**config.mk**
```make
export PLATFORM = sky130hd
export DESIGN_NAME = regfile_scoreboard
export DESIGN_NICKNAME = d
export VERILOG_FILES = /design/src/rtl/regfile_scoreboard.sv
export SDC_FILE = /design/constraint.sdc
export NUM_CORES = 2
export LEC_CHECK = 0
export CAP_MARGIN = 30
export CORE_MARGIN = 5
export CORE_UTILIZATION = 39
export DETAILED_ROUTE_END_ITERATION = 7
export DONT_BUFFER_PORTS = 1
export PLACE_DENSITY = 0.58
export SYNTH_ARGS = -nofsm -noshare
export SYNTH_HDL_FRONTEND = slang
export SYNTH_SLANG_ARGS = --single-unit
export TNS_END_PERCENT = 30
```
**constraint.sdc**
```tcl
create_clock -name clk -period 9.2 [get_ports clk]
set_input_delay 1.84 -clock clk [delete_from_list [all_inputs] [get_ports clk]]
set_output_delay 1.84 -clock clk [all_outputs]
set_load 0.02 [all_outputs]
```
**src/rtl/regfile_scoreboard.sv**
```systemverilog
// Register file (x0..x31, x0 hardwired to zero) with a busy-bit scoreboard
// for the ID stage. Producers mark their destination busy at issue and clear
// it at writeback; stall is raised while an ID source operand is still
// outstanding.
//
// Build option: REGFILE_WRITE_BYPASS_EN
//   defined   - a same-cycle writeback is forwarded onto rd1/rd2
//   undefined - rd1/rd2 return the stored value; the forwarding unit bypasses
module regfile_scoreboard (
  input  logic        clk,
  input  logic        reset,
  input  logic [4:0]  ra1,
  input  logic [4:0]  ra2,
  output logic [63:0] rd1,
  output logic [63:0] rd2,
  input  logic        wvalid,
  input  logic [4:0]  wa,
  input  logic [63:0] wd,
  input  logic        issue_valid,
  input  logic [4:0]  issue_rd,
  input  logic        flush,
  output logic        stall,
  output logic [5:0]  busy_count
);

  logic [63:0] regs_q [32];
  logic [31:0] busy_q;
  logic [31:0] busy_d;
  logic [5:0]  count_q;
  logic [5:0]  count_d;
  logic        wr_en;
  logic        iss_en;
  logic        pend1;
  logic        pend2;

  assign wr_en  = wvalid && (wa != 5'd0);
  assign iss_en = issue_valid && (issue_rd != 5'd0);

  // Register storage; entry 0 is only ever reset, so x0 reads as zero.
  always_ff @(posedge clk) begin
    if (!reset) begin
      for (int i = 0; i < 32; i++) begin
        regs_q[i] <= '0;
      end
    end else if (wr_en) begin
      regs_q[wa] <= wd;
    end
  end

  // Combinational read ports, optionally forwarding the writeback in flight.
  always_comb begin
    rd1 = regs_q[ra1];
    rd2 = regs_q[ra2];
`ifdef REGFILE_WRITE_BYPASS_EN
    if (wr_en && (wa == ra1)) rd1 = wd;
    if (wr_en && (wa == ra2)) rd2 = wd;
`endif
  end

  // Next busy vector: clear on writeback, set on issue (set wins), flush wipes all.
  always_comb begin
    busy_d = busy_q;
    if (wr_en) busy_d[wa] = 1'b0;
    if (iss_en) busy_d[issue_rd] = 1'b1;
    if (flush) busy_d = '0;
    busy_d[0] = 1'b0;
  end

  // Population count of the next busy vector, registered alongside it.
  always_comb begin
    count_d = '0;
    for (int i = 1; i < 32; i++) begin
      count_d = count_d + {5'd0, busy_d[i]};
    end
  end

  // Scoreboard state register.
  always_ff @(posedge clk) begin
    if (!reset) begin
      busy_q  <= '0;
      count_q <= '0;
    end else begin
      busy_q  <= busy_d;
      count_q <= count_d;
    end
  end

  // A source is pending if busy and not being written back this very cycle.
  always_comb begin
    pend1 = busy_q[ra1] && !(wvalid && (wa == ra1));
    pend2 = busy_q[ra2] && !(wvalid && (wa == ra2));
    stall = pend1 || pend2;
  end

  assign busy_count = count_q;

endmodule

```
== Yosys cells after proc, flatten, opt, wreduce, memory -nomap -nowiden ==
Memories as Yosys holds them, arrays and structs flattened.
Cells that the tools add are included.
Storage, ports and cells
  memories: 1
  output and inout port bits: 135
  input bits: 89
  bits in writable memories: 2048
  word-level logic and storage cells: 77
  flip-flop bits (word level): 38
Memories
  regs_q: words 32, bits a word 64, rd ports 2, clocked after memory_dff 0, write ports 32, line 26  | logic [63:0] regs_q [32];
Cells by class
  bitwise operators: 3
  $add $sub $neg: 30
  reduce and logical (&&, ||, !) cells: 14
  equal/unequal tests: 2
  $lt $le $gt $ge: 6
  muxes and demuxes: 18
Operators by type and width (count)
  $add A6 B1 Y6: 25
  $mux W32: 3
  $mux W64: 1
  $reduce_or A64 Y1: 1
  $and A32 B32 Y32: 1
  $not A32 Y32: 1
  $or A32 B32 Y32: 1
  $lt A5 B6 Y1 const B: 4
  $bmux W1 S5: 2
  $demux W1 S5: 2
  $eq A5 B5 Y1: 2
  $ge A5 B1 Y1 const B: 2
  $reduce_bool A5 Y1: 2
  $mux W1: 9
  $logic_and A1 B1 Y1: 8
  $add A5 B1 Y6: 1
  $add A4 B1 Y5: 1
  $mux W5: 1
  $add A3 B1 Y4: 1
  $add A2 B1 Y3: 1
  $add A1 B1 Y2: 1
  $logic_not A1 Y1: 2
  $logic_or A1 B1 Y1: 1

== Longest topological paths before layout ==
  depth in word-level cells: 40
  gate-level depth with buffers: 23
  gate-level depth less buffers: 21

== Worst setup path before layout ==
OpenSTA, ideal clock, no wires.
  path type: input-to-reg
  start: input port wa[2]
  end: memory regs_q[4][0], enable pin
  data required time: 8625 ps
  buffers on the path: 2
  arrival: 7201 ps
  stages on the path: 5
  setup time: 575 ps
  setup slack: 1424 ps
  path through: clkbuf_1 > or3_1 > clkbuf_1 > nand4_1 > o21ai_0
RTL lines
  start, declared: line 17  | input logic [4:0] wa,
  end, declared: line 26

== Worst setup path after layout ==
  start: input port wa[1]
  end: register count_q[4] (netlist: busy_count[4])
On the way
  elaborated cells between the ends (all ways): 43
  classes of those cells: 30 x add/sub; 2 x order compare; 5 x mux; 3 x bitwise; 3 x reduce/logical
RTL lines
  $lt A5 B6 Y1 (implied by the code) / $ge A5 B1 Y1 (equally long branches): line 63  | if (wr_en) busy_d[wa] = 1'b0;
  $logic_and A1 B1 Y1 (implied by the code): line 63
  $mux W1 (implied by the code): line 63
  $demux W1 S5: line 63
  $not A32 Y32 (no source line)
  $and A32 B32 Y32 (no source line)
  $mux W32 (*): line 63
  $or A32 B32 Y32 (no source line)
  $mux W32 (*): line 64  | if (iss_en) busy_d[issue_rd] = 1'b1;
  $mux W32 (*): line 65  | if (flush) busy_d = '0;
  named net busy_d[10]: line 28  | logic [31:0] busy_d;
  $add A6 B1 Y6 (*) (22 in series): line 73  | count_d = count_d + {5'd0, busy_d[i]};
  end signal, assigned: line 84  | count_q <= count_d;
  end, declared: line 29  | logic [5:0] count_q;
The timed path passes the listed nets; every way through them passes the cells marked *.
A chain may end at the register's enable or synchronous reset.

==> qor.yml <==
seqPwrFrac_pct: 49.7
clkTransAtPathRegs_ns: 0.07
synth_area_um2: 110000
grt_pass1_vias: 65700
hold_slack_ns: 0.643
synth-seq-cells: 2085
fillers: 24700
crit_path_start_kind: "input port"
wirelength_um: 393000
yosys_warnings: 0
ys_types: 43
clk_latency_ns: 0.91
finalSetupViolCount: 0
holdCritPathClass: "register to register"
grt-ovfl-total: 0
fin_ws_ns: 2.50
vias_per_cell: 6.27
post_drt_wl_per_cell_um: 38.4
drive_gt1_share_pct: 30.0
ctsResizeCount: 0
grtUsageTotal_pct: 26.4
power_frac_comb_pct: 10.2
start_util_pct: 39.1
rows: 195
rr_endpoint: "busy_count[4]$_SDFF_PN0_"
die_width_um: 542
rsz0062_at_grt: "false"
reg2regPathDepth: 17
finalSetupTns_ns: 0
syn_avg_cell_area_um2: 16.9
final_cells: 10200
root_buffer: "clkbuf_16"
coreArea_um2: 282000
rr_startpoint: "busy_q[18]$_SDFF_PN0_"
switching_share_pct: 23.9
p_leak_nw: 40.0
drcViolationCount: 0
drv_slew: 385
cp_max_fo: 9
antenna_found_initial: 44
grt_pass1_wl_um: 541000
fin_total_pwr_mw: 22.5
ys_seq_area_share_pct: 56.4
dpl.hpwl_um: 194000
cts_tree: "done"
cts_max_level: 4
vias: 64100
p_clk_share_pct: 40.1
clock_sinks: 2085
startpoint: "wa[1]"
worstSetupEndpointType: "register"
drt_iter0_drc: 8716
regArea_um2: 62200
gp_congestion: 0.835
crit_end: "busy_count[4]$_SDFF_PN0_"
placedCellCount: 9761
p_per_area_nw_per_um2: 186
outcome: "finished, violations left"
violations: "max-slew violations"
die_h_um: 542
ios: 224
postCtsSetupRepairBufs: 0
min_path_cells: 2
worstSetupPathType: "input port to register"
cts_hold_buf: 0
syn_inst: 6546
portBuffers: 0
nNetsFinal: 6369
fin_crit_ns: 6.70
hold_viol_final: 0
first_pass_iters: 6
post-route-period-util_pct: 72.8
maxSlewHeadroom_pct: -35.7
reg2reg_slack_ns: 3.90
area_growth_pct: 10.0
fmax_ghz: 0.149
cts_buffer_depth: 3
power_switching_mw: 5.38
multiInputGateArea_um2: 45800
die-area_um2: 294000
vdd_drop_max_mv: 0.208
skew_ns: 0.0244
arrival_ns: 7.49
pre_cts_slack_ns: 1.65
drv_cap: 0
crit_required_ns: 9.99
p_int_mw: 17.2
grt_max_degree: 523
postRouteAntennaNets: 0
cts_made_buffers: 230
worst_slew_pin_slew_ns: 2.04
[cells in the final DEF, fill, tap and decap left out, types with 9 or more instances in the layout]
cell,instances
clkbuf_16,232
nor2_1,44
nand3_1,10
or2_2,13
fa_1,23
edfxtp_1,2048
dfxtp_1,37
nand2_1,37
nor2_4,31
xor2_1,9
nor3_1,18
mux4_2,1295
bufinv_16,14
clkbuf_1,44
clkinv_2,46
and2_1,1988
mux2_2,128
buf_12,14
nand2_4,26
buf_4,97
a22oi_1,26
conb_1,64
clkinv_1,71
inv_1,28
diode_2,30
[critical path, cell delays in order]
cell and delay (ns):
nor2b_1 0.62, nand2_1 0.34, a22oi_1 0.31, nor2_1 0.10, fa_1 0.51, inv_1 0.05
fa_1 0.53, fa_1 0.43, fa_1 0.51, fa_1 0.43, fa_1 0.51, fa_1 0.17
inv_1 0.07, fa_1 0.45, a21o_1 0.19, a21oi_1 0.18, xor2_1 0.19, nor2_1 0.06
[how the worst min path moves through the flow]
| stage | endpoint | startpoint | slack (ns) |
|---|---|---|---|
| 2_1_floorplan | busy_q[23]$_SDFF_PN0_ | busy_q[23]$_SDFF_PN0_ | 0.53 |
| 3_3_place_gp | busy_q[6]$_SDFF_PN0_ | busy_q[6]$_SDFF_PN0_ | 0.66 |
| 3_5_place_dp | busy_q[1]$_SDFF_PN0_ | busy_q[1]$_SDFF_PN0_ | 0.62 |
| 4_1_cts | busy_q[1]$_SDFF_PN0_ | busy_q[1]$_SDFF_PN0_ | 0.65 |
| 5_1_grt | busy_q[6]$_SDFF_PN0_ | busy_q[6]$_SDFF_PN0_ | 0.69 |
| 6_report | busy_q[1]$_SDFF_PN0_ | busy_q[1]$_SDFF_PN0_ | 0.64 |
[Yosys cell counts, drive strengths merged]
cell     number  area (um2)
edfxtp     2048       61500
and3b         1        8.76
a32oi         3        26.3
nor2b         4        25.0
a22oi        26         195
mux2i         8        80.1
xnor2         4        35.0
nand2        63         236
inv          29         109
dfxtp        37         741
and4          1        8.76
mux2        128        1440
nor3         18        90.1
and4b         3        30.0
nand3        10        50.1
a2111oi       1        8.76
nand4         2        12.5
o22ai         1        6.26
nor4          2        12.5
and3          3        18.8
mux4       1295       29200
xor2          9        78.8
ha            7        87.6
nor4bb        4        40.0
or3b          2        17.5
fa           23         460
or2          13        81.3
nand3b        4        30.0
nor3b         3        22.5
or3           1        6.26
buf         162         803
conb          1        3.75
a21oi         5        25.0
nand2b        1        6.26
a21o          5        37.5
clkbuf      549        2060
nor2         75         282
and2       1988       12400
a211o         1        8.76
o21ai         6        30.0
[state kept, by name, summed over array words and instances, names as in the netlist]
signal and flops:
regs_q 2048, busy_q 31, busy_count 6
[logic make-up (layout without fill, tap and decap cells)]
logic type / count (synthesis) / count (layout) / share of synthesized area (%)
AND/OR/NAND/NOR: 2198 / 2198 / 12.2
other: 1 / 94 / 0.00340
buffers and inverters: 740 / 573 / 2.69
adder cells (fa/ha/maj): 30 / 30 / 0.497
XOR/XNOR: 13 / 13 / 0.103
multiplexers: 1431 / 1431 / 27.8
flip-flops: 2085 / 2085 / 56.4
AO/OA/AOI/OAI: 48 / 48 / 0.306
[per-stage QoR]
step	utilization, %	cell area [um2]
floorplan	-	111000
global placement	40.3	114000
detailed placement	40.5	114000
CTS	43.0	121000
global route	43.0	121000
finish	43.0	121000
[area by class of cell]
cell class / instances / area share (%)
sequential: 2085 / 51.3
multi-input combinational: 3784 / 37.7
clock buffer: 276 / 4.92
tap: 3743 / 3.86
clock inverter: 148 / 1.03
timing repair buffer: 120 / 1.02
inverter: 29 / 0.0938
antenna: 30 / 0.0618
[power groups by stage]
| stage | Combinational [mW] | Clock (mW) | Sequential, mW |
|---|---|---|---|
| 2_1_floorplan | 1.88 | 0 | 11.3 |
| 3_3_place_gp | 2.26 | 0 | 11.3 |
| 5_1_grt | 2.34 | 9.52 | 11.3 |
| 4_1_cts | 2.29 | 9.14 | 11.2 |
| 3_5_place_dp | 2.29 | 0 | 11.4 |
| 6_report | 2.31 | 9.03 | 11.2 |
[layer usage]
| metal | GRT usage [%] | part of all wire (%) |
|---|---|---|
| met4 | 10.5 | 4.3 |
| met3 | 4.81 | 8.9 |
| met2 | 45.1 | 50 |
| met5 | 0 | 0.0033 |
| met1 | 33.5 | 37 |
Note: power is estimated with default switching activity, not from simulation.
